### src/rtl/wavegen_pkg.sv
// Shared types and helpers for the wave generator output path.
package wavegen_pkg;

  localparam int unsigned SAMPLE_W = 16;

  typedef enum logic [1:0] {StIdle, StSetup, StShift, StGap} dac_state_e;

  // Flip the sign bit so the most negative sample maps to the lowest DAC code.
  function automatic logic [SAMPLE_W-1:0] offset_binary(input logic [SAMPLE_W-1:0] s);
    return {~s[SAMPLE_W-1], s[SAMPLE_W-2:0]};
  endfunction

endpackage

### src/rtl/dac_tick_gen.sv
// Phase divider for the DAC serializer: one-cycle tick every CLK_DIV cycles.
module dac_tick_gen #(
  parameter int unsigned CLK_DIV = 2
) (
  input  logic clk,
  input  logic reset,
  input  logic restart,
  output logic tick
);

  localparam logic [7:0] Last = 8'(CLK_DIV - 1);

  logic [7:0] cnt_q, cnt_d;

  assign tick = (cnt_q == Last);

  always_comb begin
    cnt_d = cnt_q + 8'd1;
    if (restart || tick) begin
      cnt_d = '0;
    end
  end

  always_ff @(posedge clk or posedge reset) begin
    if (reset) begin
      cnt_q <= '0;
    end else begin
      cnt_q <= cnt_d;
    end
  end

endmodule

### src/rtl/dac_serializer.sv
// Serializes 16-bit samples MSB-first onto cs_n/sclk/sdo through a one-entry holding register.
module dac_serializer
  import wavegen_pkg::*;
#(
  parameter int unsigned CLK_DIV       = 2,
  parameter int unsigned OFFSET_BINARY = 1
) (
  input  logic                clk,
  input  logic                reset,
  input  logic [SAMPLE_W-1:0] sample,
  input  logic                activein,
  output logic                busy,
  output logic                dropped,
  output logic                done,
  output logic                cs_n,
  output logic                sclk,
  output logic                sdo
);

  dac_state_e          state_q, state_d;
  logic                phase_q, phase_d;  // 1 = sclk high half of a bit
  logic [3:0]          bit_cnt_q, bit_cnt_d;
  logic [SAMPLE_W-1:0] shreg_q, shreg_d;
  logic [SAMPLE_W-1:0] hold_q, hold_d;
  logic                hold_valid_q, hold_valid_d;
  logic                consume;
  logic                restart;
  logic                tick;
  logic                cs_n_d, sclk_d, sdo_d, busy_d, done_d, dropped_d;

  // Divider restarts on every state entry and is held cleared while idle.
  assign restart = (state_d != state_q) || (state_q == StIdle);

  dac_tick_gen #(
    .CLK_DIV (CLK_DIV)
  ) u_tick_gen (
    .clk     (clk),
    .reset   (reset),
    .restart (restart),
    .tick    (tick)
  );

  always_ff @(posedge clk or posedge reset) begin
    if (reset) begin
      state_q   <= StIdle;
      phase_q   <= 1'b0;
      bit_cnt_q <= '0;
      shreg_q   <= '0;
    end else begin
      state_q   <= state_d;
      phase_q   <= phase_d;
      bit_cnt_q <= bit_cnt_d;
      shreg_q   <= shreg_d;
    end
  end

  always_comb begin
    state_d   = state_q;
    phase_d   = phase_q;
    bit_cnt_d = bit_cnt_q;
    shreg_d   = shreg_q;
    consume   = 1'b0;
    unique case (state_q)
      StIdle: begin
        if (hold_valid_q) begin
          state_d = StSetup;
          shreg_d = hold_q;
          consume = 1'b1;
        end
      end
      StSetup: begin
        if (tick) begin
          state_d = StShift;
          phase_d = 1'b1;
        end
      end
      StShift: begin
        if (tick) begin
          if (phase_q) begin
            phase_d = 1'b0;
            shreg_d = {shreg_q[SAMPLE_W-2:0], 1'b0};
          end else if (bit_cnt_q == 4'd15) begin
            state_d = StGap;
          end else begin
            bit_cnt_d = bit_cnt_q + 4'd1;
            phase_d   = 1'b1;
          end
        end
      end
      StGap: begin
        if (tick) begin
          state_d = StIdle;
        end
      end
      default: state_d = StIdle;
    endcase
    if (state_d != state_q) begin
      bit_cnt_d = '0;
    end
  end

  // A strobe in the consuming cycle refills hold without counting as a drop.
  always_comb begin
    hold_d       = hold_q;
    hold_valid_d = hold_valid_q;
    dropped_d    = 1'b0;
    if (activein) begin
      hold_d       = (OFFSET_BINARY != 0) ? offset_binary(sample) : sample;
      hold_valid_d = 1'b1;
      dropped_d    = hold_valid_q && !consume;
    end else if (consume) begin
      hold_valid_d = 1'b0;
    end
  end

  always_comb begin
    cs_n_d = !((state_d == StSetup) || (state_d == StShift));
    sclk_d = (state_d == StShift) && phase_d;
    sdo_d  = !cs_n_d && shreg_d[SAMPLE_W-1];
    busy_d = (state_d != StIdle);
    done_d = (state_d == StGap) && (state_q != StGap);
  end

  always_ff @(posedge clk or posedge reset) begin
    if (reset) begin
      hold_q       <= '0;
      hold_valid_q <= 1'b0;
      cs_n         <= 1'b1;
      sclk         <= 1'b0;
      sdo          <= 1'b0;
      busy         <= 1'b0;
      done         <= 1'b0;
      dropped      <= 1'b0;
    end else begin
      hold_q       <= hold_d;
      hold_valid_q <= hold_valid_d;
      cs_n         <= cs_n_d;
      sclk         <= sclk_d;
      sdo          <= sdo_d;
      busy         <= busy_d;
      done         <= done_d;
      dropped      <= dropped_d;
    end
  end

endmodule

### config.mk
export PLATFORM = sky130hd
export DESIGN_NAME = dac_serializer
export DESIGN_NICKNAME = d
export VERILOG_FILES = /design/src/rtl/wavegen_pkg.sv /design/src/rtl/dac_tick_gen.sv /design/src/rtl/dac_serializer.sv
export SDC_FILE = /design/constraint.sdc
export NUM_CORES = 1
export LEC_CHECK = 0
export BUFFER_PORTS_ARGS = -buffer_cell sky130_fd_sc_hd__buf_4
export CORE_MARGIN = 2
export CORE_UTILIZATION = 43
export CTS_BUF_LIST = sky130_fd_sc_hd__clkbuf_4 sky130_fd_sc_hd__clkbuf_8
export DETAILED_ROUTE_END_ITERATION = 6
export PLACE_DENSITY = 0.6
export SETUP_SLACK_MARGIN = 0.5
export SLEW_MARGIN = 0
export SYNTH_ARGS = -nofsm -noshare
export SYNTH_HDL_FRONTEND = slang
export SYNTH_SLANG_ARGS = --single-unit
### constraint.sdc
create_clock -name clk -period 2.5 [get_ports clk]
set_input_delay 0.375 -clock clk [delete_from_list [all_inputs] [get_ports clk]]
set_output_delay 0.375 -clock clk [all_outputs]
set_load 0.05 [all_outputs]
==> summary.txt <==
Vias in the first global route: 1816
Synthesized-area fraction occupied by adder cells: 0.0542
Data arrival, critical path: 2.30 ns
Count of nets after finishing: 290
XOR/XNOR share of the synthesized area: 0.0276
Final worst path period need: 2.07 ns
Simple-Gate Fraction of Synth Area: 0.147
Startpoint of the most critical register-to-register path: u_tick_gen.cnt_q[3]
Routability congestion estimate from global placement: 0.777
Layout cell share with drive strength beyond 1: 0.349
Clock latency on the worst-skew pair: 0.30 ns
Commonest non-fill, non-tap cell in the layout: dfrtp_1
Data required time at the worst endpoint: 2.73 ns
CP startpoint: u_tick_gen.cnt_q[3]
Power consumption: 3.70 mW
Remaining number of nets flagged by the antenna check after routing: 0
Area of combinational cells with multiple inputs: 1170 um^2
Vias per cell: 5.35
CTS max path bufs: 2
Router iterations before antenna repair: 4
Amount of wire on met2 after detailed routing: 2510 um
Cts hold-fix bufs: 0
Area added between synthesis and finish: 21.0%
Portion of the post-synthesis area used by sequential elements: 0.533
Post-Synthesis Cells: 226
Number of diodes added for antenna fixing: 0
Final setup violation count: 0
Path category of the worst min-delay check: in -> async
Power per unit of standard cell area: 1210 nW/um^2
Grt ovf: 0
Main combinational cell family by area after synthesis: simple AND/OR/NAND/NOR gates
Maximum number of pins on one net before global-route repair: 30
Top library cells by usage in the layout, fill and taps aside: 50 x dfrtp_1, 37 x buf_4, 20 x nor2_1
Average routed wire per standard cell: 14.8 um
Total count of hold-check failures in the final report: 0
Total number of vias: 1781
Post-Synthesis Cell Area: 2540 um^2
Max Fclk: 484 MHz
Compound-gate portion of the synthesized area: 0.123
Core Region: 5610 um^2
Total placed cells including tap cells: 317
Crit end category: register
Maximum fanout count along the critical path: 4
Number of clock sinks: 54
Post-route DRC violation count: 0
Number of flops mapped to enable cells by yosys: 0
Global-route usage over all layers: 0.167
Post-Synthesis Mean Instance Area: 11.2 um^2
Category of the most critical setup path: reg -> reg
CTS tree: yes
Leakage power summed over all cells: 1.34 nW
Library cells used by synthesis: 40
Number of antenna violations at the first check in global routing: 0
Number of DRC violations after detailed-routing iteration 0: 71
Clock-pin slew of the registers on the worst-case setup and hold paths: 0.10 ns
DRT Wirelength: 4930 um
Slew @ Worst Pin: 0.479 ns
Final setup skew: 0.00598 ns
Total negative slack for setup checks: 0 ns
Worst r2r path cells: 8
Count of buffers from port buffering: 24
Maximum VDD drop: 0.584 mV
CTS Buf Count: 5
Most used flip-flop cell after synthesis: dfrtp_1
Storage element area: 1360 um^2
Non-filler instance count after layout: 333
Setup slack of the most critical reg-to-reg path: 0.43 ns
Vert. Die Dim: 80.8 um
Post-synth net total: 256
Run status: finished clean
Max-Cap Viols: 0
Global-route wire length before repair: 8470 um
Period utilization: 0.827
Clock Root Buffer: clkbuf_8
Unrepaired setup endpoints after global routing: true
Total of warnings raised by yosys: 0
Final slew viol count: 0
Critical register-to-register path endpoint: sdo
Routed wire length on met3: 177 um
Effective utilization at floorplan: 0.452
Flip-flop and latch count after synthesis: 54
Die Footprint: 6530 um^2
Final HPWL DP: 3220 um
Type of element launching the critical path: register
Max layer used: met4
Final standard cell area without fillers: 3070 um^2
I/O pin count: 25
Slew HR: 0.680
Die Width: 80.8 um
Proportion of synthesized flip-flops having asynchronous set or reset: 1.00
Area after DPL: 2840 um^2
Depth of the CTS H-tree: 2
Portion of netlist area occupied by mux cells: 0.0745
Number of fill cells in the layout: 513
Cell Rows: 27
Routed length on met1: 2210 um
-- logic make-up after synthesis --
group                    count (synthesis)
buffers and inverters                   22
adder cells (fa/ha/maj)                 11
AO/OA/AOI/OAI                           49
XOR/XNOR                                 8
flip-flops                              54
AND/OR/NAND/NOR                         65
multiplexers                            17
-- state kept, by name, indices dropped and copies added, names as in the netlist --
name              flops
bit_cnt_q             4
busy                  1
cs_n                  1
done                  1
dropped               1
hold_q               16
hold_valid_q          1
phase_q               1
sclk                  1
sdo                   1
shreg_q              16
state_q               2
u_tick_gen.cnt_q      8
-- critical path, cell delays in order, from the launching register on --
cell	delay, ns
dfrtp_2	0.45
nor4_4	0.31
nand3_2	0.14
buf_6	0.16
a21oi_4	0.14
a21oi_2	0.06
o31a_1	0.35
ha_4	0.26
a31oi_1	0.13
-- per-stage QoR --
step	hold slack, ns	setup WS [ns]	util
after floorplan	0.464	0.526	-
after global placement	0.438	0.412	0.506
after detailed placement	0.439	0.375	0.506
after CTS	0.104	0.448	0.536
after global routing	0.111	0.328	0.548
final	0.0863	0.433	0.548
-- Yosys cell counts (all sizes together), types with 5 or more instances --
cell	n	share of area
ha	11	0.054
nor2	21	0.031
nor3	10	0.028
a21oi	21	0.041
a22oi	15	0.044
inv	9	0.013
clkbuf	7	0.010
dfrtp	53	0.52
buf	6	0.017
mux2	15	0.067
nor4	5	0.020
nand3	11	0.022
xor2	5	0.017
-- final cells by class --
class,instances,area share
Timing Repair Buffer,39,0.0990
Sequential cell,54,0.442
Clock buffer,6,0.0249
Multi-Input combinational cell,151,0.381
Inverter,9,0.0110
Clock inverter,2,0.0126
Tap cell,72,0.0293
-- metal layers --
metal	up-vias	track usage
met1	868	0.223
met2	29	0.267
met4	0	0.0593
met3	4	0.0389
met5	-	0
li1	880	-
-- worst max path at each step --
stage                                      to  slack [ns]  cells after the start
after global placement    u_tick_gen.cnt_q[2]        0.41                      7
after CTS                                 sdo        0.45                      8
after floorplan                           sdo        0.53                      8
after global routing                      sdo        0.33                      8
final                                     sdo        0.43                      8
after detailed placement         bit_cnt_q[1]        0.37                      5
-- power breakdown --
| group | total (mW) | leakage, nW | switching [mW] | internal (mW) |
|---|---|---|---|---|
| Sequential | 1.32 | 0.663 | 0.175 | 1.15 |
| Clock | 0.595 | 0.0588 | 0.283 | 0.312 |
| Combinational | 1.79 | 0.620 | 1.06 | 0.732 |
| Total | 3.70 | 1.34 | 1.51 | 2.19 |
-- timing repair --
item	in CTS	in global routing
gates cloned	0	1
pin swaps	3	7
gates resized for setup	6	9
hold endpoints to repair	0	0
setup endpoints to repair	30	32
setup buffers	5	2
No activity file was read; power rests on OpenSTA's default activity.
